<file path="src/rtl/hit_window_judge.sv">
// -----------------------------------------------------------------------------
// hit_window_judge
//
// Timing judge between the debounced player keys and the score tracker.
// Every spawned arrow is timestamped with its arrival tick and pushed into a
// per-lane FIFO (8 lanes: [3:0] player A, [7:4] player B; up, down, right,
// left). A rising key edge is graded against the head of its lane as perfect
// or good. A press that falls outside the good window is ignored. An arrow
// whose arrival lies more than GOOD_WIN ticks in the past retires as a miss.
//
// Ports
//   CLOCK_50        system clock
//   resetn          asynchronous active-low reset
//   game_active     1 = running, 0 = frozen (queues and tick preserved)
//   clear           synchronous flush of queues, tick, overflow and outputs
//   pattern_valid   one-cycle spawn strobe qualifying pattern_out
//   pattern_out     spawn lanes
//   player_a_keys   debounced level keys, player A
//   player_b_keys   debounced level keys, player B
//   *_hit_*, miss_* one-cycle pulses, high when the matching count is non-zero
//   *_cnt_*         judgments of that kind in the judged cycle (0..4)
//   overflow        sticky, a spawn was dropped on a full lane
// -----------------------------------------------------------------------------
module hit_window_judge #(
  parameter int TICK_DIV     = 50000,
  parameter int TRAVEL_TICKS = 2000,
  parameter int PERFECT_WIN  = 50,
  parameter int GOOD_WIN     = 150,
  parameter int DEPTH        = 4
) (
  input  logic       CLOCK_50,
  input  logic       resetn,
  input  logic       game_active,
  input  logic       clear,
  input  logic       pattern_valid,
  input  logic [7:0] pattern_out,
  input  logic [3:0] player_a_keys,
  input  logic [3:0] player_b_keys,
  output logic       perfect_hit_a,
  output logic       perfect_hit_b,
  output logic       good_hit_a,
  output logic       good_hit_b,
  output logic       miss_a,
  output logic       miss_b,
  output logic [2:0] perfect_cnt_a,
  output logic [2:0] perfect_cnt_b,
  output logic [2:0] good_cnt_a,
  output logic [2:0] good_cnt_b,
  output logic [2:0] miss_cnt_a,
  output logic [2:0] miss_cnt_b,
  output logic       overflow
);

  localparam int LANES = 8;
  localparam int AW    = $clog2(DEPTH);
  localparam int PSW   = (TICK_DIV > 1) ? $clog2(TICK_DIV) : 1;

  localparam logic [PSW-1:0]     PS_LAST = PSW'(TICK_DIV - 1);
  localparam logic [15:0]        TRAVEL  = 16'(TRAVEL_TICKS);
  localparam logic [15:0]        PERF_W  = 16'(PERFECT_WIN);
  localparam logic [15:0]        GOOD_W  = 16'(GOOD_WIN);
  localparam logic signed [15:0] GOOD_S  = 16'(GOOD_WIN);
  localparam logic [AW:0]        FULL    = (AW + 1)'(DEPTH);

  // tick base
  logic [PSW-1:0] r_presc;
  logic [15:0]    r_now;
  logic [7:0]     r_key_q;

  // per-lane FIFOs of arrival ticks
  logic [15:0]    r_mem    [LANES][DEPTH];
  logic [AW-1:0]  r_rd_ptr [LANES];
  logic [AW-1:0]  r_wr_ptr [LANES];
  logic [AW:0]    r_cnt    [LANES];

  logic           r_overflow;
  logic [2:0]     r_perf_cnt_a, r_perf_cnt_b;
  logic [2:0]     r_good_cnt_a, r_good_cnt_b;
  logic [2:0]     r_miss_cnt_a, r_miss_cnt_b;

  logic [7:0]        w_keys;
  logic [7:0]        w_edge;
  logic [7:0]        w_nonempty;
  logic [7:0]        w_perf;
  logic [7:0]        w_good;
  logic [7:0]        w_expire;
  logic [7:0]        w_pop;
  logic [7:0]        w_push_req;
  logic [7:0]        w_push;
  logic              w_drop;
  logic [15:0]       w_head [LANES];
  logic signed [15:0] w_dist [LANES];
  logic [15:0]       w_abs  [LANES];
  logic [2:0]        w_perf_cnt_a, w_perf_cnt_b;
  logic [2:0]        w_good_cnt_a, w_good_cnt_b;
  logic [2:0]        w_miss_cnt_a, w_miss_cnt_b;

  assign w_keys = {player_b_keys, player_a_keys};
  assign w_edge = w_keys & ~r_key_q;

  always_comb begin
    w_nonempty = '0;
    w_perf     = '0;
    w_good     = '0;
    w_expire   = '0;
    w_pop      = '0;
    w_push_req = '0;
    w_push     = '0;
    w_drop     = 1'b0;
    for (int l = 0; l < LANES; l++) begin
      w_head[l] = r_mem[l][r_rd_ptr[l]];
      // signed wrap-around distance: negative means the press is early
      w_dist[l] = r_now - w_head[l];
      w_abs[l]  = w_dist[l][15] ? (~w_dist[l] + 16'd1) : w_dist[l];

      w_nonempty[l] = (r_cnt[l] != '0);
      w_perf[l]   = game_active & w_edge[l] & w_nonempty[l] & (w_abs[l] <= PERF_W);
      w_good[l]   = game_active & w_edge[l] & w_nonempty[l] &
                    (w_abs[l] > PERF_W) & (w_abs[l] <= GOOD_W);
      // d > GOOD_WIN implies |d| > GOOD_WIN, so expiry never coincides with a hit
      w_expire[l] = game_active & w_nonempty[l] & (w_dist[l] > GOOD_S);
      w_pop[l]    = w_perf[l] | w_good[l] | w_expire[l];

      // a full lane still accepts a push when its head leaves in the same cycle
      w_push_req[l] = game_active & pattern_valid & pattern_out[l];
      w_push[l]     = w_push_req[l] & ((r_cnt[l] != FULL) | w_pop[l]);
      w_drop        = w_drop | (w_push_req[l] & ~w_push[l]);
    end
  end

  always_comb begin
    w_perf_cnt_a = '0;
    w_perf_cnt_b = '0;
    w_good_cnt_a = '0;
    w_good_cnt_b = '0;
    w_miss_cnt_a = '0;
    w_miss_cnt_b = '0;
    for (int l = 0; l < 4; l++) begin
      w_perf_cnt_a = w_perf_cnt_a + 3'(w_perf[l]);
      w_perf_cnt_b = w_perf_cnt_b + 3'(w_perf[l+4]);
      w_good_cnt_a = w_good_cnt_a + 3'(w_good[l]);
      w_good_cnt_b = w_good_cnt_b + 3'(w_good[l+4]);
      w_miss_cnt_a = w_miss_cnt_a + 3'(w_expire[l]);
      w_miss_cnt_b = w_miss_cnt_b + 3'(w_expire[l+4]);
    end
  end

  always_ff @(posedge CLOCK_50 or negedge resetn) begin
    if (!resetn) begin
      r_presc      <= '0;
      r_now        <= '0;
      r_key_q      <= '0;
      r_overflow   <= 1'b0;
      r_perf_cnt_a <= '0;
      r_perf_cnt_b <= '0;
      r_good_cnt_a <= '0;
      r_good_cnt_b <= '0;
      r_miss_cnt_a <= '0;
      r_miss_cnt_b <= '0;
      for (int l = 0; l < LANES; l++) begin
        r_rd_ptr[l] <= '0;
        r_wr_ptr[l] <= '0;
        r_cnt[l]    <= '0;
      end
    end else begin
      // key history follows the keys even while paused, so a key held
      // across a pause cannot fire on resume
      r_key_q <= w_keys;
      if (clear) begin
        r_presc      <= '0;
        r_now        <= '0;
        r_overflow   <= 1'b0;
        r_perf_cnt_a <= '0;
        r_perf_cnt_b <= '0;
        r_good_cnt_a <= '0;
        r_good_cnt_b <= '0;
        r_miss_cnt_a <= '0;
        r_miss_cnt_b <= '0;
        for (int l = 0; l < LANES; l++) begin
          r_rd_ptr[l] <= '0;
          r_wr_ptr[l] <= '0;
          r_cnt[l]    <= '0;
        end
      end else begin
        if (game_active) begin
          if (r_presc == PS_LAST) begin
            r_presc <= '0;
            r_now   <= r_now + 16'd1;
          end else begin
            r_presc <= r_presc + 1'b1;
          end
        end
        for (int l = 0; l < LANES; l++) begin
          if (w_push[l]) r_wr_ptr[l] <= r_wr_ptr[l] + 1'b1;
          if (w_pop[l])  r_rd_ptr[l] <= r_rd_ptr[l] + 1'b1;
          if (w_push[l] && !w_pop[l])
            r_cnt[l] <= r_cnt[l] + 1'b1;
          else if (!w_push[l] && w_pop[l])
            r_cnt[l] <= r_cnt[l] - 1'b1;
        end
        if (w_drop) r_overflow <= 1'b1;
        r_perf_cnt_a <= w_perf_cnt_a;
        r_perf_cnt_b <= w_perf_cnt_b;
        r_good_cnt_a <= w_good_cnt_a;
        r_good_cnt_b <= w_good_cnt_b;
        r_miss_cnt_a <= w_miss_cnt_a;
        r_miss_cnt_b <= w_miss_cnt_b;
      end
    end
  end

  // storage carries no reset; occupancy and pointers define what is valid
  always_ff @(posedge CLOCK_50) begin
    for (int l = 0; l < LANES; l++) begin
      if (w_push[l]) r_mem[l][r_wr_ptr[l]] <= r_now + TRAVEL;
    end
  end

  assign perfect_cnt_a = r_perf_cnt_a;
  assign perfect_cnt_b = r_perf_cnt_b;
  assign good_cnt_a    = r_good_cnt_a;
  assign good_cnt_b    = r_good_cnt_b;
  assign miss_cnt_a    = r_miss_cnt_a;
  assign miss_cnt_b    = r_miss_cnt_b;
  assign perfect_hit_a = |r_perf_cnt_a;
  assign perfect_hit_b = |r_perf_cnt_b;
  assign good_hit_a    = |r_good_cnt_a;
  assign good_hit_b    = |r_good_cnt_b;
  assign miss_a        = |r_miss_cnt_a;
  assign miss_b        = |r_miss_cnt_b;
  assign overflow      = r_overflow;

endmodule

</file>
<file path="config.mk">
export PLATFORM = sky130hd
export DESIGN_NAME = hit_window_judge
export DESIGN_NICKNAME = d
export VERILOG_FILES = /design/src/rtl/hit_window_judge.sv
export SDC_FILE = /design/constraint.sdc
export NUM_CORES = 1
export LEC_CHECK = 0
export BUFFER_PORTS_ARGS = -buffer_cell sky130_fd_sc_hd__buf_2
export CAP_MARGIN = 20
export CORE_UTILIZATION = 40
export DETAILED_ROUTE_END_ITERATION = 10
export GPL_TIMING_DRIVEN = 0
export PLACE_DENSITY_LB_ADDON = 0.08
export SETUP_SLACK_MARGIN = 0.05
export SLEW_MARGIN = 25
export SYNTH_ARGS = -nofsm -noshare
export SYNTH_HDL_FRONTEND = slang
export SYNTH_SLANG_ARGS = --single-unit
</file>
<file path="constraint.sdc">
create_clock -name CLOCK_50 -period 5.75 [get_ports CLOCK_50]
set_clock_uncertainty 0.2 [all_clocks]
set_input_delay 1.4375 -clock CLOCK_50 [delete_from_list [all_inputs] [get_ports CLOCK_50]]
set_output_delay 1.4375 -clock CLOCK_50 [all_outputs]
set_load 0.005 [all_outputs]
</file>
==> summary.txt, run 1 <==
Synthesis
  – Post-synth top area cell: edfxtp_1
  – Multiplexer share of the synthesized area: 0.08944
  – Post-Syn Area: between 30000 and 40000 sq um
  – Post-Synth Adder-Cell Area: 0.06778
  – Avg Inst Size Synth: approximately 12 sq um
  – Xor/xnor share of the synthesized area: 0.03309
  – Seq/Total Area, Yosys: 0.4890
  – Post-Syn Instances: between 3000 and 4000
  – Ys Warns: 0
  – Distinct cells, synth: 121
  – Post-synth EDFFs: 512
  – Area share of the largest cell type after synthesis: 0.4119
  – Syn_nets: between 3000 and 4000
  – FFs w/ async S/R, synth: 0.1834
  – Top_reg_cell synth: edfxtp_1
  – Top post-synthesis cells by area: edfxtp_1 41%, mux4_2 7.7%, dfrtp_1 7.7%, ha_1 5.6%, nor2_1 2.4%
  – Yosys reg bits: ~630
  – Simple-gate share of the synthesized area: 0.1407
  – Compound-cell area share of the yosys netlist: 0.1453
  – Largest family of logic cells by synthesized area: compound AO/OA/AOI/OAI gates

Timing
  – Fmax: ~180 MHz
  – Slew of the pin with the lowest slew margin: ~1.1 ns
  – Post-layout min period: ~5.7 ns
  – Final number of hold-violating endpoints: 0
  – Period utilisation layout: 0.9830
  – Setup TNS: 0 ns
  – Relative slew margins: 0.2609
  – Setup violators final: 0
  – Final slew viol count: 0
  – RSZ-0062 raised after global routing: true
  – Final worst setup slack: ~0.1 ns

Drt
  – Iteration-0 DRC Markers: around 2100
  – Total Routed Length: between 100000 and 150000 um
  – TritonRoute pass-1 iters: 7
  – # DRC: 0
  – Wire per inst: approximately 23 um
  – Routed vias: between 20000 and 30000
  – Vias per cell: around 5.8
  – Post-route ant nets: 0

Pwr
  – PD cells: ~260 nW/um^2
  – VDD IR max: ~0.35 mV
  – Leakage: approximately 17 nW

Clock network
  – CTS tree: done
  – CTS buffer count: between 70 and 80
  – Clk buf depth: 3
  – Htree depth: 3
  – Worst-path clk slew: around 0.06 ns
  – Worst skew pair latency: ~0.63 ns
  – CTS sink count: 627
  – Root Buffer: clkbuf_16
  – Hold_buf cts: 0

Job
  – MaxCap Viol Count: 0

Finish
  – Area growth from synthesis to layout: 24.36%
  – Most common cell after layout, fill and taps aside: edfxtp_1
  – Share of cells above drive strength 1: 0.2815
  – Commonest non-fill, non-tap cells in the layout: 512 x edfxtp_1, 215 x inv_1, 208 x nor2_1
  – Fin nets: ~3800

Global routing
  – Initial antenna violation count: 7
  – Gr busiest metal: met2
  – M1 GR Usage: 0.3177
  – GRT Util Overall: 0.2369
  – M3 GR Usage: 0.02766
  – Met2 usage: 0.3924
  – Number of global-route vias before repair: approximately 28000
  – GRT overflow: 0
  – First-pass GRT wire length: 169300 um
  – Largest net degree at the start of global routing: 85

Floorplan
  – Die width: a little over 300 um
  – Overall die height: approximately 300 um
  – Ports: 46
  – Core area: 92080 sq um
  – Starting Density: 0.4053
  – DIE AREA: ~95000 sq um
  – # rows: 111

Critical path
  – CP Class: reg -> reg
  – CP arrival: ~5.9 ns
  – CP Data Required Time: ~6.0 ns
  – Critical path launch point type: flop
  – Max FO, Critical Path: 8
  – CP endpoint kind: flop
  – Worst Reg-to-Reg Cells: 20

Placement
  – IO Port Bufs: between 40 and 50
  – RePlAce Congestion: between 0.8 and 0.9
  – Post-DP HPWL: slightly below 80000 um
  – Worst slack at placement: -1.537 ns

Worst hold path
  – HP Class: reg -> reg
  – Worst Hold Depth: 1

Status
  – Status: finished clean
## sequential cells by signal (all words and copies together), names as in the netlist
register and flops:
r_mem 512, r_cnt 24, r_now 16, r_presc 16
r_rd_ptr 16, r_wr_ptr 16, r_key_q 8, good_cnt_a 3
good_cnt_b 3, miss_cnt_a 3, miss_cnt_b 3, perfect_cnt_a 3
perfect_cnt_b 3, overflow 1
## cell usage after synthesis, types with 75 or more instances
master / count
a21oi_1: 155
dfrtp_1: 115
edfxtp_1: 512
ha_1: 167
inv_1: 225
mux4_2: 128
nand2_1: 214
nand3_1: 81
nor2_1: 237
nor3_1: 75
o21ai_0: 150
xnor2_1: 79
## cell type report
cell class	count	area [sq um]
plain buffers	71	631.9
multi-input cells	2281	20130
clock buffers	87	1942
inverters	225	852.1
flip-flops and latches	627	18290
clock inverters	47	445.4
diodes	2	5.005
repair buffers	271	2566
well taps	1243	1555
fillers	8000	45660
## routing by layer
layer | share of wire | vias to the layer above
li1 | - | 13030
met1 | 0.44 | 14210
met2 | 0.48 | 692
met3 | 0.044 | 198
met4 | 0.036 | 2
met5 | 0.00011 | -
## critical path, stage by stage, from the launching register on
cell and delay (ns):
dfrtp_1 0.40, buf_8 0.15, buf_12 0.13, mux4_2 0.57
ha_4 0.20, fa_2 0.41, nor2b_4 0.15, o21a_2 0.15
buf_6 0.13, o211ai_1 0.10, a211o_1 0.40, a31oi_4 0.20
a41oi_2 0.14, xnor2_1 0.18, or2_2 0.29, or4_4 0.55
fa_1 0.52, inv_1 0.05, ha_1 0.19, ha_1 0.26
nor2b_1 0.12
## kinds of logic after synthesis
group,after synthesis
fa+ha+maj,189
mux,172
flops,627
xor+xnor,141
buf+inv,327
compound gates,767
simple gates,1011
## repair_timing
item,in CTS,in global routing
setup endpoints to repair,587,549
gates resized for setup,308,271
pin swaps,78,122
gates cloned,1,3
setup buffers,109,81
## power breakdown
group          switching, mW  internal [mW]  leakage [nW]  total, mW
Clock                   1.95           2.67          1.16       4.63
Sequential            0.0623           4.97          5.56       5.03
Combinational           1.43           1.07          10.1       2.51
## per-stage QoR
stage	cell area [sq um]	power [mW]	util	cells	hold slack (ns)
final	46420	12.16	0.5041	4854	0.3340
after global routing	46410	12.63	0.5040	4852	0.3623
after CTS	44590	11.98	0.4842	4786	0.3344
after detailed placement	39970	7.043	0.4340	4556	0.3200
after global placement	39190	6.950	0.4256	4522	0.2971
after floorplan	37410	6.490	-	3234	0.2723
## worst paths after layout
| kind | startpoint | to | slack [ns] |
|---|---|---|---|
| worst max register to register | r_rd_ptr[12] | perfect_cnt_a[1] | 0.1 |
| worst min-delay path | r_cnt[20] | r_cnt[20] | 0.33 |
| worst max-delay path | r_rd_ptr[12] | perfect_cnt_a[1] | 0.1 |
| max in group asynchronous | resetn | r_now[0] | 4.01 |
| min in group asynchronous | resetn | r_key_q[0] | 0.50 |
| worst min register to register | r_cnt[20] | r_cnt[20] | 0.33 |
No activity file was read; power rests on OpenSTA's default activity.
==> run 2, diff against run 1 <==
--- a/config.mk
+++ b/config.mk
@@ -11,7 +11,8 @@
 export DETAILED_ROUTE_END_ITERATION = 10
 export GPL_TIMING_DRIVEN = 0
 export PLACE_DENSITY_LB_ADDON = 0.08
-export SETUP_SLACK_MARGIN = 0.05
+export REMOVE_ABC_BUFFERS = 1
+export SETUP_SLACK_MARGIN = 0.15
 export SLEW_MARGIN = 25
 export SYNTH_ARGS = -nofsm -noshare
 export SYNTH_HDL_FRONTEND = slang
==> run 2 against run 1 <==
Core utilization down 0.56 points. Final area decreased by 1.1%. Sequential share of layout area is 0.55 points higher. Fmax grew 1.0%. Register-to-register slack gained 0.06 ns. Hold slack improved by 0.0057 ns. Clock-buffer cell count rose by 6. Sequential power about the same. Routed wire length is 4.1% lower. Via count down 0.88%.
==> summary.txt, run 2 (synthesized netlist as in run 1, its figures left out) <==
Status
  – Status: finished clean

Clock network
  – Root Buffer: clkbuf_16
  – CTS sink count: 627 (unchanged)
  – Worst skew pair latency: 0.63 ns (about the same)
  – Clk buf depth: 3 (unchanged)
  – CTS buffer count: 72 (-1.4%)
  – Hold_buf cts: 0 (unchanged)
  – Worst-path clk slew: 0.06 ns (about the same)
  – Htree depth: 3 (unchanged)
  – CTS tree: done

Drt
  – Routed vias: 27890 (-0.88%)
  – Total Routed Length: 109200 um (-4.1%)
  – Vias per cell: 5.815 (+0.31%)
  – Post-route ant nets: 0 (unchanged)
  – Wire per inst: 22.78 um (-3.0%)
  – # DRC: 0 (unchanged)
  – TritonRoute pass-1 iters: 7 (unchanged)
  – Iteration-0 DRC Markers: 2310 (+8.0%)

Pwr
  – NetSw: 3.338 mW (-3.3%)
  – Clock Power Share: 0.379 (-0.002)
  – Sw Share: 0.2809 (-0.002724)
  – Flop pwr share: 0.424 (+0.011)
  – Comb power frac: 0.198 (-0.008)
  – VDD IR max: 0.1663 mV (-52%)
  – Int Power: 8.543 mW (-1.9%)
  – PD cells: 258.8 nW/um^2 (-1.2%)
  – Leakage: 16.47 nW (-2.0%)

Timing
  – Relative slew margins: 0.2878 (+0.02690)
  – RSZ-0062 raised after global routing: true
  – Hold WS: 0.3397 ns (+0.005702 ns)
  – Setup violators final: 0 (unchanged)
  – Final number of hold-violating endpoints: 0 (unchanged)
  – Slew of the pin with the lowest slew margin: 1.061 ns (-0.04797 ns)
  – Final slew viol count: 0 (unchanged)
  – Final worst setup slack: 0.1557 ns (+0.05790 ns)
  – Period utilisation layout: 0.9729 (-0.01007)
  – Fmax: 178.8 MHz (+1.0%)
  – Setup TNS: 0 ns (unchanged)
  – Post-layout min period: 5.594 ns (-0.05790 ns)

Global routing
  – Number of global-route vias before repair: 26940 (-4.3%)
  – Initial antenna violation count: 3 (-4)
  – M1 GR Usage: 0.3198 (+0.002051)
  – Gr busiest metal: met2
  – First-pass GRT wire length: 163300 um (-3.5%)
  – GRT Util Overall: 0.2280 (-0.008837)
  – Met2 usage: 0.3706 (-0.02179)
  – M3 GR Usage: 0.02842 (+0.0007570)
  – GRT overflow: 0 (unchanged)
  – Largest net degree at the start of global routing: 76 (-11%)

Finish
  – Fillcell total: 7999 (-0.013%)
  – Final core utilization: 0.4985 (-0.005626)
  – Most common cell after layout, fill and taps aside: edfxtp_1
  – Fin nets: 3703 (-1.5%)
  – Commonest non-fill, non-tap cells in the layout: 512 x edfxtp_1, 210 x inv_1, 208 x nor2_1
  – Number of flip-flops under the largest register name: 512 (unchanged)
  – Final cell count without fillers: 4796 (-1.2%)
  – Area growth from synthesis to layout: 22.98%
  – Share of cells above drive strength 1: 0.2827 (+0.001139)

Critical path
  – CP Data Required Time: 6.05 ns (+0.05 ns)
  – Delay-heaviest family, CP: simple AND/OR/NAND/NOR gates
  – CP Class: reg -> reg
  – Critical path launch point type: flop
  – Worst path bufs/invs: 3 (-1)
  – Max incr delay on CP: 0.63 ns (+0.06 ns)
  – CP arrival: 5.90 ns (about the same)
  – CP endpoint kind: flop
  – Most used cell, CP: ha_4
  – Slowest cell on crit path: or4_4
  – CP cell instances: buf_12 -> mux4_2 -> inv_1 -> ha_2 -> a21oi_2 -> o21ai_2 -> a221oi_2 -> o31ai_4 -> xnor2_2 -> nand2_1 -> nor2_1 -> a21oi_1 -> o21ai_1 -> a22oi_2 -> or3_4 -> or4_4 -> fa_1 -> inv_2 -> ha_4 -> ha_4 -> nor2b_4
  – Max FO, Critical Path: 7 (-1)

Placement
  – Post-DP HPWL: 73030 um (-5.3%)
  – Placed insts: 4468 (-1.9%)
  – Worst slack at placement: -1.295 ns (+0.2424 ns)
  – RePlAce Congestion: 0.8904 (+3.9%)
  – IO Port Bufs: 45 (unchanged)

Floorplan
  – Die width: 307.5 um (unchanged)
  – Ports: 46 (unchanged)
  – Overall die height: 307.5 um (unchanged)
  – Core area: 92080 sq um (unchanged)
  – DIE AREA: 94530 sq um (unchanged)
  – Starting Density: 0.4053 (unchanged)
  – # rows: 111 (unchanged)

Worst hold path
  – HP Class: reg -> reg

Job
  – MaxCap Viol Count: 0 (unchanged)
-- run 2: cell types whose count changed in the layout (fill, tap and decap cells not counted), sizes merged, moves of 3 or more --
cell	delta
clkbuf	-36
buf	-13
inv	-6
clkinv	+3
clkinvlp	-3
-- run 2: per-stage QoR --
stage | power (mW) | instance area, sq um
global route | 12.36 | 45900
global placement | 6.892 | 38660
finish | 11.88 | 45900
detailed placement | 6.983 | 39680
floorplan | 6.444 | 36880
CTS | 11.74 | 43840
-- run 2: what timing repair did --
| item | in CTS | in global routing |
|---|---|---|
| setup endpoints to repair | 582 | 522 |
| resized for setup | 231 | 295 |
| buffers inserted | 101 | 90 |
| cloned | 3 | 0 |
| pin swaps | 57 | 126 |
-- run 2: path summary, 6_finish.rpt --
check	from	end	slack, ns	cells after the start
min reg2reg	r_presc[1]	r_presc[1]	0.34	1
max reg2reg	r_rd_ptr[12]	perfect_cnt_a[1]	0.16	21
min	r_presc[1]	r_presc[1]	0.34	1
max	r_rd_ptr[12]	perfect_cnt_a[1]	0.16	21
min in group asynchronous	resetn	r_key_q[7]	0.48	1
max in group asynchronous	resetn	r_rd_ptr[9]	3.98	2
-- run 2: layout make-up --
class,instances,area (sq um),area share
Clock inverter,40,359.1,0.007824
Antenna cell,1,2.502,0.00005452
Clock buffer,93,1942,0.04231
Multi-Input combinational cell,2282,20210,0.4404
Inverter,225,857.1,0.01867
Timing Repair Buffer,285,2631,0.05733
Sequential cell,627,18340,0.3995
Tap cell,1243,1555,0.03388
-- run 2: per-layer routing --
metal / wire [um] / up-vias
li1: - / 12930
met1: 49910 / 14100
met2: 51490 / 689
met3: 4937 / 168
met4: 2896 / 0
met5: 0 / -
-- run 2: power groups by stage --
stage / sequential (mW) / clock, mW / combinational [mW]
3_3_place_gp: 5.21 / 0 / 1.68
3_5_place_dp: 5.18 / 0 / 1.80
4_1_cts: 5.03 / 4.61 / 2.10
2_1_floorplan: 5.15 / 0 / 1.30
5_1_grt: 5.04 / 4.76 / 2.56
6_report: 5.04 / 4.50 / 2.35
